$ cat src/rtl/fp8_operand_loader.sv
// fp8_operand_loader
//   Assembles a valid/ready nibble stream into an FP8 operand pair (A, then B)
//   and holds the pair stable under valid/ready until the multiplier takes it.
//   Two states: COLLECT accepts nibbles, HOLD presents the finished pair.
//   Optional feature: define FP8_LOADER_NAN_FLAG_EN to register a NaN flag
//   (operand equal to the negative-zero encoding) with each pair. Without the
//   macro, nan_flag is tied low.
module fp8_operand_loader #(
   parameter int DATA_W    = 8,
   parameter int NIB_W     = 4,
   parameter int LSB_FIRST = 1
) (
   input  logic              clk,
   input  logic              rst,
   input  logic              flush,
   input  logic [NIB_W-1:0]  in_data,
   input  logic              in_valid,
   output logic              in_ready,
   output logic [DATA_W-1:0] op_a,
   output logic [DATA_W-1:0] op_b,
   output logic              ops_valid,
   input  logic              ops_ready,
   output logic              nan_flag,
   output logic [7:0]        pair_count
);

   typedef enum logic {
      COLLECT = 1'b0,
      HOLD    = 1'b1
   } state_t;

   localparam bit LO_FIRST = (LSB_FIRST != 0);

   state_t            state_q, state_d;
   logic [1:0]        idx_q, idx_d;
   logic [DATA_W-1:0] sha_q, sha_d;
   logic [DATA_W-1:0] shb_q, shb_d;
   logic [DATA_W-1:0] op_a_q, op_a_d;
   logic [DATA_W-1:0] op_b_q, op_b_d;
   logic [7:0]        pair_count_q, pair_count_d;

   // Shadow registers with the nibble accepted this cycle already merged in;
   // on the fourth accept these are the operands that get published.
   logic [DATA_W-1:0] asm_a, asm_b;
   logic              accept, handoff, last_nib, write_high;

   // Next-state logic: nibble placement, pair publication, handoff and flush.
   always_comb begin
      // NOTE: every signal gets a default before any branch so no latch is inferred.
      accept       = (state_q == COLLECT) && in_valid;
      handoff      = (state_q == HOLD) && ops_ready;
      last_nib     = (idx_q == 2'd3);
      // Odd idx is the second nibble of an operand; which half that is depends on order.
      write_high   = LO_FIRST ? idx_q[0] : ~idx_q[0];

      asm_a        = sha_q;
      asm_b        = shb_q;
      state_d      = state_q;
      idx_d        = idx_q;
      op_a_d       = op_a_q;
      op_b_d       = op_b_q;
      pair_count_d = pair_count_q;

      if (accept) begin
         if (!idx_q[1]) begin
            if (write_high) asm_a[NIB_W +: NIB_W] = in_data;
            else            asm_a[0 +: NIB_W]     = in_data;
         end else begin
            if (write_high) asm_b[NIB_W +: NIB_W] = in_data;
            else            asm_b[0 +: NIB_W]     = in_data;
         end

         if (last_nib) begin
            op_a_d  = asm_a;
            op_b_d  = asm_b;
            idx_d   = 2'd0;
            state_d = HOLD;
         end else begin
            idx_d = idx_q + 2'd1;
         end
      end

      sha_d = asm_a;
      shb_d = asm_b;

      if (handoff) begin
         state_d      = COLLECT;
         pair_count_d = pair_count_q + 8'd1;
      end

      // Flush abandons the pair in flight: a pair completing or being taken
      // this cycle is neither published nor counted.
      if (flush) begin
         state_d      = COLLECT;
         idx_d        = 2'd0;
         sha_d        = '0;
         shb_d        = '0;
         op_a_d       = op_a_q;
         op_b_d       = op_b_q;
         pair_count_d = pair_count_q;
      end
   end

   // State registers with synchronous reset.
   always_ff @(posedge clk) begin
      // NOTE: sequential state uses non-blocking assignments so all flops update together.
      if (rst) begin
         state_q      <= COLLECT;
         idx_q        <= 2'd0;
         sha_q        <= '0;
         shb_q        <= '0;
         op_a_q       <= '0;
         op_b_q       <= '0;
         pair_count_q <= 8'd0;
      end else begin
         state_q      <= state_d;
         idx_q        <= idx_d;
         sha_q        <= sha_d;
         shb_q        <= shb_d;
         op_a_q       <= op_a_d;
         op_b_q       <= op_b_d;
         pair_count_q <= pair_count_d;
      end
   end

`ifdef FP8_LOADER_NAN_FLAG_EN
   localparam logic [DATA_W-1:0] NAN_CODE = {1'b1, {(DATA_W-1){1'b0}}};

   logic nan_q, nan_d;

   // NaN flag captured alongside the operands when a pair is published.
   always_comb begin
      nan_d = nan_q;
      if (accept && last_nib) nan_d = (asm_a == NAN_CODE) || (asm_b == NAN_CODE);
      if (flush)              nan_d = 1'b0;
   end

   // NaN flag register.
   always_ff @(posedge clk) begin
      if (rst) nan_q <= 1'b0;
      else     nan_q <= nan_d;
   end

   assign nan_flag = nan_q;
`else
   assign nan_flag = 1'b0;
`endif

   // Handshake outputs decode the state register only, so in_ready has no
   // combinational path from in_valid or ops_ready.
   assign in_ready   = (state_q == COLLECT);
   assign ops_valid  = (state_q == HOLD);
   assign op_a       = op_a_q;
   assign op_b       = op_b_q;
   assign pair_count = pair_count_q;

endmodule

$ cat config.mk
export PLATFORM = sky130hd
export DESIGN_NAME = fp8_operand_loader
export DESIGN_NICKNAME = d
export VERILOG_FILES = /design/src/rtl/fp8_operand_loader.sv
export SDC_FILE = /design/constraint.sdc
export NUM_CORES = 1
export LEC_CHECK = 0
export ABC_AREA = 1
export CAP_MARGIN = 0
export CORE_MARGIN = 2
export CORE_UTILIZATION = 40
export DETAILED_ROUTE_END_ITERATION = 10
export HOLD_SLACK_MARGIN = 0.05
export SLEW_MARGIN = 20
export SYNTH_ARGS = -nofsm -noshare
export SYNTH_HDL_FRONTEND = slang
export SYNTH_SLANG_ARGS = --single-unit
$ cat constraint.sdc
create_clock -name clk -period 1.7 [get_ports clk]
set_input_delay 0.34 -clock clk [delete_from_list [all_inputs] [get_ports clk]]
set_output_delay 0.34 -clock clk [all_outputs]
set_load 0.05 [all_outputs]
After elaboration in Yosys (flattened, before gate mapping):

Index checks and enable logic that the tools add are counted.

* $add $sub $neg: 2
* multipliers: 0
* divide/modulo/power cells: 0
* $lt $le $gt $ge: 0
* eq/ne operators: 1
* shift-type cells: 0
* muxes and demuxes: 7
* bitwise operators: 2
* reduce and logical (&&, ||, !) cells: 7

Operators with widths (number)
* 4-bit two-way mux: 4
* 8-bit two-way mux: 2
* 8-bit by 1-bit adder with 8-bit output (second input constant): 1
* 2-bit AND reduction: 2
* 3-bit AND reduction: 1
* 3-bit OR reduction: 1
* 2-bit by 1-bit adder with 2-bit output (second input constant): 1
* 2-bit equality test (second input constant): 1
* 1-bit logical AND: 2
* 2-bit two-way mux: 1
* 1-bit NOT: 2
* 2-bit OR reduction: 1

* register bits: 43
* bits in latches: 0
* RAM bits: 0
* ROM bits: 0
* input bits: 9
* memories: 0

Longest topological paths before layout:

Gate-level depths: netlist (run 1).

* word-level depth: 3
* mapped depth: 7
* depth with buffers taken out: 7

Worst setup path before layout (run 1):

OpenSTA, ideal clock, no wires.

* path kind: register to register
* start: reg state_q (netlist: ops_valid)
* end: reg shb_q[4]
* data arrival time: 1531 ps
* slack: 43 ps
* cell stages (with the launch flop): 7
* path buffers: 1
* clock period less this slack: 1657 ps
* cells stage by stage: dfxtp_1 > inv_2 > nand2_4 > inv_1 > buf_4 > o21ai_0 > a21oi_1

* cells in the longest elaborated chain, start to end: 2

RTL lines
* start: declaration: RTL line 34 `state_t state_q, state_d;`
* start signal: assignment: RTL line 116 `state_q <= state_d;`
* 1-bit NOT
* net in_ready: RTL line 18 `output logic in_ready,`
* 1-bit logical AND: RTL line 50 `accept = (state_q == COLLECT) && in_valid;`
* end signal: assignment: RTL line 111 `shb_q <= '0;`
* end signal: assignment: RTL line 119 `shb_q <= shb_d;`
* end: declaration: RTL line 37 `logic [DATA_W-1:0] shb_q, shb_d;`

The timed path passes the listed nets, and every way through them passes these cells.
A chain may end at the register's enable or synchronous reset.

Worst setup path in the final report (run 1):

* start: reg idx_q[0]
* end: reg op_a_q[6] (netlist: op_a[6])

* cells in the longest elaborated chain, start to end: 2

RTL lines
* start: declaration: RTL line 35 `logic [1:0] idx_q, idx_d;`
* start signal: assignment: RTL line 117 `idx_q <= idx_d;`
* 2-bit equality test or 4-bit two-way mux (tied branches): RTL line 52, 66
* 3-bit AND reduction (no line) or 8-bit two-way mux (tied branches)
* end signal: assignment: RTL line 120 `op_a_q <= op_a_d;`
* end: declaration: RTL line 38 `logic [DATA_W-1:0] op_a_q, op_a_d;`

Several ways; a longest one is shown, not always the timed one.

==> impl_metrics.json, run 1 <==
{
  "wl_per_cell_um": 10.2,
  "synth_warnings": 0,
  "viasPerCell": 4.38,
  "tns_ns": 0,
  "ys_seq_area_frac": 0.428,
  "drtPass1Iterations": 4,
  "reg2reg_slack_ns": 0.29,
  "n_antenna_cell": 0,
  "root_buffer": "clkbuf_8",
  "pwr-share-clk": 0.369,
  "cts_sinks": 43,
  "ys_types": 20,
  "vias": 1813,
  "grt_pass1_wl_um": 6890,
  "end_kind": "register",
  "finClkSkew_ns": 0.0107,
  "vdd_ir_drop_max_v": 0.000353,
  "cts_max_path_buffers": 2,
  "fin_crit_ns": 1.41,
  "die_x_um": 74.9,
  "synth_edf_count": 0,
  "rsz0062_at_grt": "false",
  "portBuffers": 34,
  "startpoint_type": "register",
  "initial_utilization": 0.420,
  "ctsHoldBuffers": 0,
  "post_cts_resized": 0,
  "place_congestion": 0.751,
  "avgSynthCellArea_um2": 6.52,
  "power_frac_seq": 0.532,
  "report.final.hold_viol_count": 0,
  "critPathMaxFanout": 32,
  "syn_inst": 308,
  "timing.hold.ws_ns": 0.484,
  "antenna_found_initial": 0,
  "tritoncts.num_buffers": 5,
  "drt-total-wl_um": 4220,
  "path_class": "reg -> reg",
  "area_delta_synth_final_pct": 24.3,
  "p_per_area_nw_per_um2": 778,
  "grt_max_degree": 33,
  "nNetsFinal": 357,
  "io_pins": 36,
  "internal_power_uw": 1470,
  "finalSetupViolations": 0,
  "worstPathArrival_ns": 1.60,
  "sw_frac_of_total": 0.245,
  "overflow": 0,
  "rows": 25,
  "p_comb_frac": 0.099,
  "max_cap_violations": 0,
  "syn_nets": 319,
  "hpwlAfterDp_um": 3030,
  "syn_area_um2": 2010,
  "grt_pass1_vias": 1479,
  "min_path_type": "reg -> reg",
  "die_y_um": 74.9,
  "yosys_register_bits": 43,
  "cts_tree": "built",
  "cp.required_ns": 1.89,
  "grt.total_usage": 0.162,
  "power.switching_uw": 476,
  "place_ws_ns": 0.0116,
  "drt_iter0_drc": 97,
  "dieArea_um2": 5610,
  "leakage_uw": 0.00123,
  "final_antenna_net_count": 0,
  "period_share": 0.829,
  "status": "finished clean",
  "htree_levels": 2,
  "cts_setup_buffers": 0,
  "drc": 0,
  "fin_ws_ns": 0.292,
  "utilization": 0.522,
  "path_clk_slew_ns": 0.08,
  "core_um2": 4790,
  "worstSkewPairLatency_ns": 0.30,
  "drv_slew": 0,
  "timing.fmax_mhz": 710,
  "ys.flop_type": "dfxtp_1",
  "drive_above_1_share": 0.130,
  "async_flop_share": 0
}
-- path summary, 6_finish.rpt --
kind,startpoint,to,cells past startpoint
worst max-delay path,idx_q[0],op_a[6],7
worst min-delay path,op_a[2],op_a[2],2
worst min register to register,op_a[2],op_a[2],2
worst max register to register,idx_q[0],op_a[6],7
-- sequential cells by signal (all words and copies together), names as in the netlist --
signal	count
op_a	8
op_b	8
pair_count	8
sha_q	8
shb_q	8
idx_q	2
ops_valid	1
-- cell type report --
type                    instances  area (µm²)
well taps                      67        83.8
clock buffers                   8         100
fillers                       508        2290
repair buffers                 41         378
inverters                      46         173
multi-input cells             209         902
flip-flops and latches         43         861
-- synthesized netlist by cell type, types with 2 or more instances --
cell type,n,area share
nand2_1,95,0.18
nor2_1,58,0.11
inv_1,45,0.084
dfxtp_1,43,0.43
o21ai_0,24,0.060
a21oi_1,16,0.040
nand3_1,7,0.017
buf_4,3,0.011
buf_6,3,0.017
buf_1,2,0.0037
buf_2,2,0.0050
ha_1,2,0.012
-- power by group through the flow --
stage	combinational [µW]	clock, µW	sequential [µW]
floorplan	121	0	1060
global placement	191	0	1060
detailed placement	192	0	1060
CTS	193	742	1030
global route	219	767	1040
finish	192	717	1030
-- critical path, cell delays in order (launching register included) --
cell and delay, ns:
dfxtp_1 0.41, ha_1 0.19, inv_1 0.08, nor3_4 0.21
buf_12 0.20, nand2_1 0.08, nand2_1 0.08, nor2_1 0.04
-- cell usage in the layout, fill, tap and decap left out, types with 2 or more instances in the layout --
master	count
buf_4	29
a21oi_1	16
dfxtp_1	43
nor2_1	58
o21ai_0	24
nand2_1	95
nand3_1	7
clkbuf_8	7
clkdlybuf4s50_1	8
ha_1	2
inv_1	45
buf_12	4
-- layer usage --
layer  GRT usage  wire length (µm)  vias to the layer above
met1       0.241              2350                      775
met2       0.229              1650                       30
met3      0.0402               176                        6
met5           0                 0                        -
met4      0.0476                51                        0
li1            -                 -                     1002
-- cells by family after synthesis --
kind of cell    after synthesis  synth area share
compound gates               42             0.107
simple gates                164             0.328
fa+ha+maj                     2            0.0125
buf+inv                      56             0.123
other cells                   1           0.00187
flops                        43             0.428
-- per-stage QoR --
step	power [µW]	instance area, µm²	instances
after CTS	1970	2500	414
after global routing	2020	2500	414
after detailed placement	1250	2400	406
after global placement	1250	2400	406
after floorplan	1180	2010	308
final	1940	2500	414
(Power assumes the default switching activity.)
==> run 2: changes to the inputs <==
--- a/config.mk
+++ b/config.mk
@@ -11,6 +11,7 @@
 export CORE_UTILIZATION = 40
 export DETAILED_ROUTE_END_ITERATION = 10
 export HOLD_SLACK_MARGIN = 0.05
+export PLACE_DENSITY = 0.66
 export SLEW_MARGIN = 20
 export SYNTH_ARGS = -nofsm -noshare
 export SYNTH_HDL_FRONTEND = slang
==> constraint.sdc (replaced) <==
create_clock -name clk -period 1.2 [get_ports clk]
set_input_delay 0.24 -clock clk [delete_from_list [all_inputs] [get_ports clk]]
set_output_delay 0.24 -clock clk [all_outputs]
set_load 0.05 [all_outputs]
==> run 2 against run 1 <==
  * The run now ends with negative setup slack left
  * Global-route usage rose by 2.0 points
  * Clock-buffer cell count fell by 1
  * Critical path depth did not move
  * First-iteration DRC count rose by 110%
  * Wire length rose by 6.9%
  * Clock skew fell by 0.0026 ns
  * Fmax rose by 15%
  * Register-to-register slack got worse by 0.32 ns
==> impl_metrics.json, run 2 (same netlist as run 1, synthesis figures left out) <==
{
  "antenna_found_initial": 0,
  "vdd_ir_drop_max_v": 0.000803,
  "power.switching_uw": 719,
  "drv_slew": 0,
  "pwr-share-clk": 0.379,
  "io_pins": 36,
  "core_um2": 4790,
  "tns_ns": -0.177,
  "drt-total-wl_um": 4520,
  "min_path_type": "in -> reg",
  "initial_utilization": 0.420,
  "power_frac_seq": 0.503,
  "die_y_um": 74.9,
  "timing.hold.ws_ns": 0.395,
  "crit_slowest_cell": "dfxtp_4",
  "drive_above_1_share": 0.229,
  "fillCellCount": 440,
  "grt_pass1_wl_um": 7770,
  "layout_common_cells": "nand2_1, nor2_1, inv_1, dfxtp_1, buf_12",
  "path_class": "reg -> reg",
  "fin_ws_ns": -0.0263,
  "grt.total_usage": 0.181,
  "portBuffers": 34,
  "max_cap_violations": 0,
  "grt_pass1_vias": 1699,
  "ctsHoldBuffers": 0,
  "rsz0062_at_grt": "true",
  "cp.required_ns": 1.40,
  "startpoint_type": "register",
  "worstPathCellList": "ha_4, inv_4, nor3_4, buf_12, nand2_1, nand2_1, nor2_1",
  "htree_levels": 2,
  "viasPerCell": 4.43,
  "tritoncts.num_buffers": 5,
  "leakage_uw": 0.00140,
  "place_ws_ns": -0.430,
  "period_share": 1.02,
  "place_congestion": 0.795,
  "finClkSkew_ns": 0.00811,
  "timing.fmax_mhz": 815,
  "nNetsFinal": 373,
  "drtPass1Iterations": 4,
  "internal_power_uw": 2180,
  "p_comb_frac": 0.118,
  "critPathMaxFanout": 16,
  "drt_iter0_drc": 199,
  "path_clk_slew_ns": 0.08,
  "drc": 0,
  "status": "finished with violations",
  "cts_tree": "built",
  "worstSkewPairLatency_ns": 0.30,
  "violations": "negative setup slack",
  "p_per_area_nw_per_um2": 952,
  "root_buffer": "clkbuf_8",
  "path_common_cell": "nand2_1",
  "dieArea_um2": 5610,
  "overflow": 0,
  "vias": 1906,
  "critPathMaxStageDelay_ns": 0.38,
  "finalSetupViolations": 13,
  "hpwlAfterDp_um": 3210,
  "n_antenna_cell": 0,
  "cts_sinks": 43,
  "area_delta_synth_final_pct": 51.6,
  "fin_crit_ns": 1.23,
  "sw_frac_of_total": 0.248,
  "grt_max_degree": 25,
  "worstPathArrival_ns": 1.42,
  "wl_per_cell_um": 10.5,
  "mostFrequentLayoutCell": "nand2_1",
  "report.final.hold_viol_count": 0,
  "end_kind": "register",
  "rows": 25,
  "final_antenna_net_count": 0,
  "cts_max_path_buffers": 2,
  "die_x_um": 74.9
}
run 2: cell count changes in the layout (fill, tap and decap cells not counted), sizes merged, moves of 2 or more:
cell           delta
clkdlybuf4s50     -2
dlygate4sd2       +2
clkinvlp          +2
buf              +15
run 2: cell type report:
class | count | area [µm²] | area share
clock buffer | 7 | 108 | 0.0353
sequential | 43 | 883 | 0.290
multi-input combinational | 209 | 957 | 0.314
clock inverter | 1 | 5.00 | 0.00164
timing repair inverter | 1 | 7.51 | 0.00246
inverter | 46 | 186 | 0.0612
tap | 67 | 83.8 | 0.0275
timing repair buffer | 56 | 816 | 0.268
run 2: power groups by stage:
stage	Combinational (µW)	Sequential (µW)	Clock, µW
2_1_floorplan	173	1500	0
3_3_place_gp	304	1490	0
3_5_place_dp	310	1490	0
4_1_cts	316	1460	1120
5_1_grt	386	1460	1200
6_report	342	1460	1100
run 2: timing repair:
item	4_1_cts	5_1_grt
gates cloned	2	0
endpoints found under the setup margin	33	37
pin swaps	1	5
resized for setup	15	22
setup buffers	2	2
run 2: worst paths after layout:
kind	startpoint	endpoint	slack [ns]	depth (start not counted)
hold / removal	in_valid	ops_valid	0.40	3
hold reg to reg	op_a[1]	op_a[1]	0.52	2
setup / recovery	idx_q[0]	op_b[2]	-0.03	7
setup reg to reg	idx_q[0]	op_b[2]	-0.03	7
run 2: metrics by stage:
stage	cell area, µm²	std cells	total power (µW)	util
final	3050	430	2900	0.637
after global routing	3050	430	3050	0.637
after CTS	3010	429	2900	0.628
after detailed placement	2830	417	1800	0.591
after global placement	2830	417	1800	0.591
after floorplan	2050	308	1670	-
run 2: routing by layer:
metal,track usage,up-vias,wire (µm)
met3,0.0402,4,223
met5,0,-,0
met4,0.0595,0,49
met1,0.265,824,2270
met2,0.264,42,1970
li1,-,1036,-
run 2: worst max-delay path: cells and delay by family (launching register included):
kind          cells  cell delay, ns
simple gates      4            0.39
flops             1            0.38
buf+inv           2            0.21
fa+ha+maj         1            0.15
==> run 3: changes to the inputs <==
--- a/config.mk
+++ b/config.mk
@@ -8,10 +8,10 @@
 export ABC_AREA = 1
 export CAP_MARGIN = 0
 export CORE_MARGIN = 2
-export CORE_UTILIZATION = 40
+export CORE_UTILIZATION = 47
 export DETAILED_ROUTE_END_ITERATION = 10
 export HOLD_SLACK_MARGIN = 0.05
-export PLACE_DENSITY = 0.66
+export PLACE_DENSITY = 0.75
 export SLEW_MARGIN = 20
 export SYNTH_ARGS = -nofsm -noshare
 export SYNTH_HDL_FRONTEND = slang
==> run 3 against run 2 <==
  * The flow still finishes with violations (negative setup slack)
  * Combinational power is 1% higher
  * Design area is 0.62% lower
  * Fmax is 4.1% lower
  * Utilization is 11 points higher
  * Sequential share of layout area is 0.18 points higher
  * Sequential cell count stayed put
  * Total power is 6.5% lower
  * Highest routed layer unchanged
  * First-iteration DRC count is 17% lower
  * Clock skew is 0.0024 ns higher
  * Critical path type unchanged
==> impl_metrics.json, run 3 (same netlist as run 1, synthesis figures left out) <==
{
  "startpoint_type": "register",
  "reg2reg_slack_ns": -0.08,
  "rsz0062_at_grt": "true",
  "n_antenna_cell": 0,
  "die_y_um": 69.4,
  "grt_pass1_wl_um": 7690,
  "rows": 23,
  "drv_slew": 0,
  "cts_tree": "built",
  "worstPathArrival_ns": 1.49,
  "place_ws_ns": -0.366,
  "cts_max_path_buffers": 2,
  "path_clk_slew_ns": 0.08,
  "drive_above_1_share": 0.245,
  "io_pins": 36,
  "period_share": 1.07,
  "violations": "negative setup slack",
  "end_kind": "register",
  "grt_pass1_vias": 1732,
  "htree_levels": 2,
  "fin_crit_ns": 1.28,
  "hpwlAfterDp_um": 3150,
  "portBuffers": 34,
  "cp.required_ns": 1.41,
  "initial_utilization": 0.495,
  "final_antenna_net_count": 0,
  "overflow": 0,
  "antenna_found_initial": 0,
  "vias": 1993,
  "drtPass1Iterations": 5,
  "nNetsFinal": 373,
  "critPathMaxFanout": 8,
  "wl_per_cell_um": 11.2,
  "drt-total-wl_um": 4620,
  "die_x_um": 69.4,
  "place_inst": 400,
  "fin_ws_ns": -0.0792,
  "tns_ns": -0.710,
  "area_delta_synth_final_pct": 50.7,
  "vdd_ir_drop_max_v": 0.000530,
  "path_class": "reg -> reg",
  "report.final.hold_viol_count": 0,
  "power_uw": 2710,
  "drt_iter0_drc": 166,
  "status": "finished with violations",
  "min_path_type": "in -> reg",
  "worstSkewPairLatency_ns": 0.31,
  "timing.fmax_mhz": 782,
  "grt.total_usage": 0.197,
  "drc": 0,
  "core_um2": 4060,
  "root_buffer": "clkbuf_8",
  "finClkSkew_ns": 0.0105,
  "dieArea_um2": 4810,
  "place_congestion": 0.786,
  "finalSetupViolations": 16,
  "tritoncts.num_buffers": 5,
  "stdcell_count": 413,
  "p_per_area_nw_per_um2": 895,
  "viasPerCell": 4.83,
  "mostFrequentLayoutCell": "nand2_1",
  "finalInstanceArea_um2": 3030,
  "ctsHoldBuffers": 0,
  "cts_sinks": 43,
  "grt_max_degree": 25,
  "leakage_uw": 0.00140,
  "placed_area_um2": 2810,
  "layout_common_cells": "nand2_1, nor2_1, inv_1, dfxtp_1, buf_12",
  "max_cap_violations": 0
}
## run 3: cell types whose count changed in the layout (fill, tap and decap cells not counted), sizes merged
cell and change:
buf -1, dlymetal6s2s +1, clkdlybuf4s50 -1, inv +1
## run 3: area by class of cell
cell class	count	area, µm²
tap	50	62.6
sequential	43	883
clock inverter	2	11.3
timing repair inverter	1	7.51
inverter	46	186
clock buffer	6	72.6
fill	281	1030
multi-input combinational	209	968
timing repair buffer	56	836
## run 3: what timing repair did
action                                  CTS  global route
cloned                                    1             2
pin swaps                                 8            13
endpoints found under the setup margin   32            36
gates resized for setup                   9            35
setup buffers                             1             2
## run 3: per-layer routing
layer,routed length [µm],vias to the layer above,global-route usage
met3,244,8,0.0552
li1,-,1038,-
met4,79,0,0.0763
met5,0,-,0
met1,2200,897,0.265
met2,2090,50,0.301
## run 3: critical path: stages, from the launching register on
cell and delay, ns:
dfxtp_4 0.38, ha_4 0.15, inv_4 0.04, nor3_4 0.15, buf_6 0.15, clkbuf_16 0.15
nand2_1 0.06, nand2_1 0.07, nor2_1 0.04
## run 3: path summary, 6_finish.rpt
path,startpoint,to,cells after the start
min reg2reg,op_a[2],op_a[2],2
max reg2reg,idx_q[1],op_b[2],8
min,rst,pair_count[2],3
max,idx_q[1],op_b[2],8
## run 3: per-stage QoR
| stage | util | hold slack, ns |
|---|---|---|
| after floorplan | - | 0.304 |
| after global placement | 0.692 | 0.512 |
| after detailed placement | 0.692 | 0.512 |
| after CTS | 0.722 | 0.418 |
| after global routing | 0.746 | 0.316 |
| final | 0.746 | 0.300 |
## run 3: power breakdown
group | switching, µW | total [µW] | leakage, µW | internal, µW
clock network | 497 | 905 | 0.0000455 | 408
logic | 200 | 346 | 0.000998 | 146
registers | 16.5 | 1460 | 0.000354 | 1440
